### src/rtl/prach_hb1_sched.sv
// rtl/prach_hb1_sched.sv - TDM frame scheduler feeding HB1 filter inputs.
// Grants one carrier per slot from a per-carrier pending bit; all outputs are registered.
module prach_hb1_sched #(
    parameter int NUM_CH   = 8,
    parameter int SLOT_LEN = 16
) (
    input  logic              clk,
    input  logic              rst,
    input  logic              run_en,
    input  logic [NUM_CH-1:0] ch_en,
    input  logic [NUM_CH-1:0] ch_req,
    input  logic              ovf_clr,
    output logic [NUM_CH-1:0] ch_ack,
    output logic [7:0]        mux_sel,
    output logic              hb_dv,
    output logic [7:0]        hb_chn,
    output logic              hb_sync,
    output logic [NUM_CH-1:0] ovf,
    output logic              busy
);

    localparam int            SW     = (SLOT_LEN > 1) ? $clog2(SLOT_LEN) : 1;
    localparam logic [SW-1:0] S_LAST = SW'(SLOT_LEN - 1);

    if (NUM_CH < 1 || NUM_CH > 256) begin : g_bad_num_ch
        $error("prach_hb1_sched: NUM_CH must be in 1..256");
    end
    if (SLOT_LEN < NUM_CH) begin : g_bad_slot_len
        $error("prach_hb1_sched: SLOT_LEN must be >= NUM_CH");
    end

    typedef enum logic [1:0] {IDLE, RUN, DRAIN} state_e;

    state_e            state_q, state_d;
    logic [SW-1:0]     s_q, s_d;
    logic [NUM_CH-1:0] pend_q, pend_d;
    logic [NUM_CH-1:0] ovf_q, ovf_d;
    logic [NUM_CH-1:0] ack_q, ack_d;
    logic [7:0]        sel_q, sel_d;
    logic              dv_q, dv_d;
    logic              sync_q, sync_d;
    logic [31:0]       s_ext;
    logic              in_chan;

    assign s_ext   = 32'(s_q);
    assign in_chan = (state_q != IDLE) && (s_ext < 32'(NUM_CH));

    always_comb begin
        state_d = state_q;
        s_d     = s_q;
        pend_d  = pend_q;
        ovf_d   = ovf_clr ? '0 : ovf_q;
        ack_d   = '0;
        sel_d   = sel_q;
        dv_d    = 1'b0;
        sync_d  = 1'b0;
        case (state_q)
            IDLE: begin
                s_d    = '0;
                pend_d = '0;
                if (run_en) begin
                    state_d = RUN;
                end
            end
            default: begin
                // A started frame always runs to its last slot; run_en only picks what follows.
                if (s_q == S_LAST) begin
                    s_d     = '0;
                    state_d = run_en ? RUN : IDLE;
                end else begin
                    s_d     = s_q + 1'b1;
                    state_d = run_en ? RUN : DRAIN;
                end
                sync_d = (s_q == '0);
                for (int k = 0; k < NUM_CH; k++) begin
                    if (!ch_en[k]) begin
                        pend_d[k] = 1'b0;
                    end else if (in_chan && s_ext == 32'(k)) begin
                        ack_d[k]  = pend_q[k];
                        pend_d[k] = ch_req[k];
                    end else begin
                        // A request onto an occupied pending bit is dropped and flagged.
                        if (ch_req[k] && pend_q[k]) begin
                            ovf_d[k] = 1'b1;
                        end
                        pend_d[k] = pend_q[k] | ch_req[k];
                    end
                end
                if (in_chan) begin
                    sel_d = s_ext[7:0];
                end
                dv_d = |ack_d;
            end
        endcase
    end

    always_ff @(posedge clk) begin
        if (rst) begin
            state_q <= IDLE;
            s_q     <= '0;
            pend_q  <= '0;
            ovf_q   <= '0;
            ack_q   <= '0;
            sel_q   <= '0;
            dv_q    <= 1'b0;
            sync_q  <= 1'b0;
        end else begin
            state_q <= state_d;
            s_q     <= s_d;
            pend_q  <= pend_d;
            ovf_q   <= ovf_d;
            ack_q   <= ack_d;
            sel_q   <= sel_d;
            dv_q    <= dv_d;
            sync_q  <= sync_d;
        end
    end

    assign ch_ack  = ack_q;
    assign mux_sel = sel_q;
    assign hb_chn  = sel_q;
    assign hb_dv   = dv_q;
    assign hb_sync = sync_q;
    assign ovf     = ovf_q;
    assign busy    = (state_q != IDLE);

endmodule

### config.mk
export PLATFORM = sky130hd
export DESIGN_NAME = prach_hb1_sched
export DESIGN_NICKNAME = d
export VERILOG_FILES = /design/src/rtl/prach_hb1_sched.sv
export SDC_FILE = /design/constraint.sdc
export NUM_CORES = 1
export LEC_CHECK = 0
export ABC_AREA = 1
export BUFFER_PORTS_ARGS = -buffer_cell sky130_fd_sc_hd__buf_4
export CAP_MARGIN = 25
export CORE_UTILIZATION = 35
export CTS_CLUSTER_SIZE = 30
export DETAILED_ROUTE_END_ITERATION = 6
export GPL_ROUTABILITY_DRIVEN = 0
export HOLD_SLACK_MARGIN = 0.03
export PLACE_DENSITY = 0.68
export RECOVER_POWER = 25
export SLEW_MARGIN = 20
export SYNTH_ARGS = -nofsm -noshare
export SYNTH_HDL_FRONTEND = slang
export SYNTH_SLANG_ARGS = --single-unit
### constraint.sdc
create_clock -name clk -period 2.1 [get_ports clk]
set_clock_uncertainty 0.15 [all_clocks]
set_input_delay 0.105 -clock clk [delete_from_list [all_inputs] [get_ports clk]]
set_output_delay 0.105 -clock clk [all_outputs]
set_load 0.01 [all_outputs]
# ---- Word level (Yosys, flattened, before mapping)
# Cells that the tools add are included.
dict set report totals {
  ram_bits 0
  mem_count 0
  romBits 0
  ff_bits 36
  inputBits 20
  latchBits 0
  output_inout_bits 35
  wordCells 139
}
dict set report op_classes {
  mul 0
  n_mux 63
  n_eq_ne 9
  reduce_logical 33
  shift 0
  n_lt_le_gt_ge 1
  add_sub_neg 1
  bitwise 17
  div 0
}
# op count
set op_table {}
lappend op_table {{$mux 1} 57}
lappend op_table {{$logic_not 32->1} 1}
lappend op_table {{$reduce_or 3->1} 9}
lappend op_table {{$logic_and 1x1->1} 17}
lappend op_table {{$eq 4x3->1 const B} 4}
lappend op_table {{$mux 8} 2}
lappend op_table {{$not 1->1} 9}
lappend op_table {{$eq 4x2->1 const B} 2}
lappend op_table {{$mux 2} 4}
lappend op_table {{$or 1x1->1} 8}
lappend op_table {{$reduce_or 8->1} 1}
lappend op_table {{$add 4x1->4 const B} 1}
lappend op_table {{$eq 4x1->1 const B} 1}
lappend op_table {{$eq 4x4->1 const B} 1}
lappend op_table {{$logic_not 4->1} 1}
lappend op_table {{$lt 4x4->1 const B} 1}
lappend op_table {{$logic_not 2->1} 1}
lappend op_table {{$ne 2x2->1 const B} 1}
lappend op_table {{$reduce_and 2->1} 1}
lappend op_table {{$reduce_bool 2->1} 1}
lappend op_table {{$reduce_or 2->1} 1}

# ---- Logic depth before layout (Yosys ltp)
dict set report logic_depth {
  word_depth 7
  mapped_depth 8
  depth_no_buf 8
}

# ---- Worst setup path after synthesis
# No wires, ideal clock.
dict set report synth_timing {
  kind {reg-to-reg}
  startpoint {reg s_q[0]}
  endpoint {reg dv_q, in the netlist hb_dv}
  path_slack_ns 0.783
  arrival_time_ns 1.050
  path_stages_with_launch 9
  path_buffers 0
  period_less_slack_ns 1.317
  path_cell_list {dfxtp_1 > inv_1 > ha_1 > inv_1 > nor2_1 > nand3_1 > nand2_1 > nor2_1 > a21oi_2}
}
dict set report synth_between {
  elab_chain_cells 7
  elab_cells_between_ends 43
  classes_between {1 x order compare; 7 x eq/ne; 24 x mux; 11 x reduce/logical}
}
# item line
set synth_lines {}
lappend synth_lines {{from (decl)} 35} ;# logic [SW-1:0] s_q, s_d;
lappend synth_lines {{from (signal assigned)} 100} ;# s_q <= '0;
lappend synth_lines {{from (signal assigned)} 109} ;# s_q <= s_d;
lappend synth_lines {{$lt 4x4->1} 46} ;# assign in_chan = (state_q != IDLE) && (s_ext < 32'(NUM_CH));
lappend synth_lines {{$logic_and 1x1->1} 46}
lappend synth_lines {{$logic_and 1x1->1} 78} ;# end else if (in_chan && s_ext == 32'(k)) begin
lappend synth_lines {{$mux 1} 78}
lappend synth_lines {{$mux 1} 76} ;# if (!ch_en[k]) begin
lappend synth_lines {{$mux 1} 57} ;# case (state_q)
lappend synth_lines {{$reduce_or 8->1 (*)} 92} ;# dv_d = |ack_d;
lappend synth_lines {{to (signal assigned)} 114} ;# dv_q <= dv_d;
lappend synth_lines {{to (decl)} 40} ;# logic dv_q, dv_d;
# Mark *: on every way between the ends. The rest lies on a longest branch, timed or not. The select of a mux whose other input is x is not followed.
# A chain may end at the register's enable or synchronous reset.

# ---- Final worst setup path
dict set report layout_timing {
  startpoint {reg s_q[0]}
  endpoint {reg pend_q[0]}
}
dict set report layout_between {
  elab_chain_cells 4
  elab_cells_between_ends 5
  classes_between {1 x order compare; 1 x mux; 3 x reduce/logical}
}
# item line
set layout_lines {}
lappend layout_lines {{$lt 4x4->1} 46}
lappend layout_lines {{$logic_and 1x1->1} 46}
lappend layout_lines {{$logic_and 1x1->1 (*)} 78}
lappend layout_lines {{$mux 1 (*)} 78}
lappend layout_lines {{to (signal assigned)} 110} ;# pend_q <= pend_d;
lappend layout_lines {{to (decl)} 36} ;# logic [NUM_CH-1:0] pend_q, pend_d;
# Mark *: on every way between the ends. The rest lies on a longest branch, timed or not.

==> flow_summary.html <==
<table>
<tr><th>Metric</th><th>Value</th></tr>
<tr><th colspan="2">Finish</th></tr>
<tr><td>Fin area</td><td>2080 µm²</td></tr>
<tr><td># fillers</td><td>about 400</td></tr>
<tr><td>Proportion of layout cells with a drive suffix above 1</td><td>between 10% and 20%</td></tr>
<tr><td>Finished Core Util</td><td>51.0%</td></tr>
<tr><td>Reg area</td><td>slightly above 700 µm²</td></tr>
<tr><td>Multi-input gate area</td><td>648 µm²</td></tr>
<tr><td># diodes</td><td>0</td></tr>
<tr><td>Area growth, synth to finish</td><td>36.8%</td></tr>
<tr><td>Number of nets in the finished design</td><td>286</td></tr>
<tr><td>Number of standard cells in the layout, taps in and fillers out</td><td>313</td></tr>
<tr><th colspan="2">Setup path</th></tr>
<tr><td>Critical-path maximum fanout</td><td>5</td></tr>
<tr><td>Crit path top cell by count</td><td>sky130_fd_sc_hd__inv_1</td></tr>
<tr><td>Worst r2r path cells</td><td>8</td></tr>
<tr><td>Required time of the critical path</td><td>2.12 ns</td></tr>
<tr><td>FF-to-FF setup slack</td><td>about 0.13 ns</td></tr>
<tr><td>Critical path destination</td><td>pend_q[0]</td></tr>
<tr><td>Setup Crit Path Kind</td><td>reg2reg</td></tr>
<tr><td>Crit Reg-Reg Endpoint</td><td>pend_q[0]</td></tr>
<tr><td>Cells along the critical path</td><td>inv_1, ha_1, inv_1, nor2_2, nand2_1, a21oi_1, nor2_1, dlygate4sd3_1</td></tr>
<tr><td>Arrival @ worst endpoint</td><td>1.99 ns</td></tr>
<tr><td>Type of element capturing the critical path</td><td>flop</td></tr>
<tr><td>Crit path from</td><td>s_q[0]</td></tr>
<tr><td>Startpoint of the most critical register-to-register path</td><td>s_q[0]</td></tr>
<tr><td>Critical path's slowest cell</td><td>sky130_fd_sc_hd__dlygate4sd3_1</td></tr>
<tr><td>Stage delay of the slowest cell on the critical path</td><td>around 0.54 ns</td></tr>
<tr><td>Type of element launching the critical path</td><td>flop</td></tr>
<tr><th colspan="2">Global route</th></tr>
<tr><td>Global router's overall resource usage</td><td>16.5%</td></tr>
<tr><td>Initial antenna violation count</td><td>0</td></tr>
<tr><td>Via count of the first global-routing pass</td><td>roughly 1300</td></tr>
<tr><td>Wire length of the first global-routing pass</td><td>approximately 5.5 mm</td></tr>
<tr><td>Largest net degree at the start of global routing</td><td>16</td></tr>
<tr><td>Global route total overflow</td><td>0</td></tr>
<tr><th colspan="2">Timing</th></tr>
<tr><td>Final Hold Vio Count</td><td>0</td></tr>
<tr><td>Hold Slack</td><td>0.0470 ns</td></tr>
<tr><td>Shortest clock period the worst path allows after layout</td><td>around 2.0 ns</td></tr>
<tr><td>Final worst path period share</td><td>93.8%</td></tr>
<tr><td>Sum of negative setup slack</td><td>0 ns</td></tr>
<tr><td>Unrepaired setup endpoints after global routing</td><td>false</td></tr>
<tr><td>Final setup violation count</td><td>0</td></tr>
<tr><td>F_max</td><td>507 MHz</td></tr>
<tr><td>Count of pins over their slew limit</td><td>0</td></tr>
<tr><th colspan="2">Synth</th></tr>
<tr><td>Most frequent cell after synthesis</td><td>sky130_fd_sc_hd__nand2_1</td></tr>
<tr><td>Share of synthesized flip-flops with an asynchronous set or reset</td><td>0%</td></tr>
<tr><td>Sequential fraction of the synthesis area</td><td>47.3%</td></tr>
<tr><td>Area leader, netlist</td><td>sky130_fd_sc_hd__dfxtp_1</td></tr>
<tr><td>Largest cells by area after synthesis</td><td>sky130_fd_sc_hd__dfxtp_1 47%, sky130_fd_sc_hd__nand2_1 9.6%, sky130_fd_sc_hd__nor2_1 7.4%, sky130_fd_sc_hd__buf_4 5.9%, sky130_fd_sc_hd__inv_1 5.7%</td></tr>
<tr><td>Xor and xnor fraction of the mapped netlist area</td><td>0%</td></tr>
<tr><td>Post-Synth Adder-Cell Area</td><td>3.28%</td></tr>
<tr><td>Top cell types by occurrence after synthesis</td><td>39 x sky130_fd_sc_hd__nand2_1, 36 x sky130_fd_sc_hd__dfxtp_1, 30 x sky130_fd_sc_hd__nor2_1</td></tr>
<tr><td>Share of the synthesized area in the top cell type</td><td>a little under half</td></tr>
<tr><td>Number of warnings printed during yosys synthesis</td><td>0</td></tr>
<tr><td>Ys flop type</td><td>sky130_fd_sc_hd__dfxtp_1</td></tr>
<tr><td>Share of the synthesized area in compound gates (AO/OA/AOI/OAI)</td><td>7.72%</td></tr>
<tr><td>Post-Syn Instances</td><td>198</td></tr>
<tr><td>Combinational family with the most area after synthesis</td><td>simple AND/OR/NAND/NOR gates</td></tr>
<tr><td>EDFF count, synth</td><td>0</td></tr>
<tr><td>Mux contribution to synthesized area</td><td>0%</td></tr>
<tr><td>Post-Synth Simple-Gate Area</td><td>29.1%</td></tr>
<tr><td>Synthesis-stage register bit count</td><td>36</td></tr>
<tr><td>Count of distinct cell types in the synthesized netlist</td><td>21</td></tr>
<tr><td>Area of the mapped netlist</td><td>1520 µm²</td></tr>
<tr><td>Post-synthesis area per instance</td><td>7.70 µm²</td></tr>
<tr><th colspan="2">Die</th></tr>
<tr><td>Total Die Area</td><td>between 4000 and 5000 µm²</td></tr>
<tr><td>Ports</td><td>55</td></tr>
<tr><td>Core outline area</td><td>4090 µm²</td></tr>
<tr><td>Die extent in y</td><td>68.0 µm</td></tr>
<tr><td>Placement row count</td><td>23</td></tr>
<tr><td>Starting density of the core</td><td>37.3%</td></tr>
<tr><td>DIE WIDTH</td><td>68.0 µm</td></tr>
<tr><th colspan="2">Detailed routing</th></tr>
<tr><td>Count of TritonRoute iterations in the first routing pass</td><td>4</td></tr>
<tr><td>Number of design-rule violations left by the first detailed-router iteration</td><td>65</td></tr>
<tr><td>Average routed wire per standard cell</td><td>11.0 µm</td></tr>
<tr><td>DR vias/cell</td><td>4.47</td></tr>
<tr><td>Final wirelength</td><td>3.46 mm</td></tr>
<tr><td>Residual DRC</td><td>0</td></tr>
<tr><td>Total via count after detailed routing</td><td>about 1400</td></tr>
<tr><td>Final antenna-violating net count</td><td>0</td></tr>
<tr><th colspan="2">Pwr</th></tr>
<tr><td>PwrDens</td><td>approximately 650 nW/µm²</td></tr>
<tr><td>Leakage power of the design</td><td>0.000979 µW</td></tr>
<tr><td>Highest ir drop seen on vdd</td><td>332 µV</td></tr>
<tr><th colspan="2">Status</th></tr>
<tr><td>Run status</td><td>finished, final reports clean</td></tr>
<tr><th colspan="2">Worst hold path</th></tr>
<tr><td>Worst hold-check path type</td><td>in2reg</td></tr>
<tr><th colspan="2">Clocking</th></tr>
<tr><td>Root buffer cell</td><td>sky130_fd_sc_hd__clkbuf_8</td></tr>
<tr><td>Total number of H-tree levels</td><td>2</td></tr>
<tr><td>Clock transition time at the flip-flop clock pins of the worst setup and hold paths</td><td>0.07 ns</td></tr>
<tr><td>Num CTS Buffers</td><td>5</td></tr>
<tr><td>Latest clock arrival within the worst-skew pair</td><td>0.28 ns</td></tr>
<tr><td>Clock sink count</td><td>36</td></tr>
<tr><td>Maximum buffer depth of the clock tree</td><td>2</td></tr>
<tr><td>TritonCTS clock tree</td><td>built</td></tr>
<tr><td>Post-CTS setup buffers</td><td>0</td></tr>
<tr><th colspan="2">Placed design</th></tr>
<tr><td>DP Wirelength</td><td>2.47 mm</td></tr>
<tr><td>Cell Count Post-Placement</td><td>around 290</td></tr>
<tr><td>Post-Place Cell Area</td><td>between 1500 and 2000 µm²</td></tr>
<tr><td>Port-buffer cells</td><td>46</td></tr>
<tr><th colspan="2">Run</th></tr>
<tr><td>Max-capacitance violation count</td><td>0</td></tr>
</table>
-- layout make-up --
class	instances	share of cell area, %
repair buffers	64	22.7
flip-flops and latches	36	34.6
multi-input cells	131	31.1
inverters	24	4.32
clock buffers	8	4.32
well taps	50	3.00
-- cell usage in the layout, fill, tap and decap left out --
cell type and count:
sky130_fd_sc_hd__dfxtp_1 36, sky130_fd_sc_hd__inv_1 23, sky130_fd_sc_hd__inv_2 1, sky130_fd_sc_hd__nand2_2 2
sky130_fd_sc_hd__o21ai_2 1, sky130_fd_sc_hd__a21oi_1 14, sky130_fd_sc_hd__nor2_2 5, sky130_fd_sc_hd__nand3_1 14
sky130_fd_sc_hd__conb_1 8, sky130_fd_sc_hd__clkbuf_8 6, sky130_fd_sc_hd__buf_4 32, sky130_fd_sc_hd__nor2_4 4
sky130_fd_sc_hd__a21oi_2 1, sky130_fd_sc_hd__nor2_1 27, sky130_fd_sc_hd__clkbuf_1 16, sky130_fd_sc_hd__ha_1 4
sky130_fd_sc_hd__nand2_1 39, sky130_fd_sc_hd__a211oi_1 1, sky130_fd_sc_hd__o21bai_1 1, sky130_fd_sc_hd__o21ai_0 3
sky130_fd_sc_hd__dlygate4sd3_1 18, sky130_fd_sc_hd__nand4_1 7
-- worst min-delay path by stage --
stage                             to     start  cells after the start  slack (ns)
final                         ovf[5]  ch_en[5]                      5        0.05
after global routing       ch_ack[7]  ch_en[7]                      5        0.06
after CTS                     ovf[6]  ch_en[6]                      5        0.04
after detailed placement  state_q[1]    run_en                      2        0.13
after global placement    state_q[1]    run_en                      2        0.13
after floorplan               ovf[0]       rst                      1        0.02
-- where the power goes --
part	leakage [µW]	internal (µW)	switching (µW)
logic	0.000641	69.0	75.1
clock network	0.0000455	267	233
registers	0.000292	695	8.73
total	0.000979	1030	317
-- per-stage QoR --
stage / worst slack, ns / total power [µW]
finish: 0.129 / 1350
global route: 0.00698 / 1420
global placement: 0.582 / 841
floorplan: 0.783 / 795
CTS: 0.0754 / 1360
detailed placement: 0.554 / 843
-- state kept, by name, summed over array words and instances (netlist names) --
register  count
hb_sync       1
hb_chn        4
pend_q        8
ovf           8
s_q           4
state_q       2
ch_ack        8
hb_dv         1
-- kinds of logic after synthesis --
family | after synthesis
other | 1
adder cells (fa/ha/maj) | 4
AO/OA/AOI/OAI | 21
AND/OR/NAND/NOR | 98
buffers and inverters | 38
flip-flops | 36
-- critical path, delay by kind of cell, from the launching register on --
kind | cells | cell delay (ns)
compound gates | 1 | 0.14
buf+inv | 3 | 0.72
flops | 1 | 0.35
fa+ha+maj | 1 | 0.16
simple gates | 3 | 0.34
-- per-layer routing --
layer | global-route usage (%) | part of all wire (%) | vias to the layer above
met3 | 5.50 | 5.9 | 7
met2 | 25.9 | 46 | 42
met5 | 0 | 0 | -
met1 | 20.4 | 47 | 616
li1 | - | - | 733
met4 | 7.03 | 1.5 | 0
-- repair_timing --
item / CTS / global route
hold endpoints to repair: 26 / 0
hold buffers: 18 / 0
resized for setup: 0 / 3
setup endpoints to repair: 0 / 6
(Power assumes the default switching activity.)
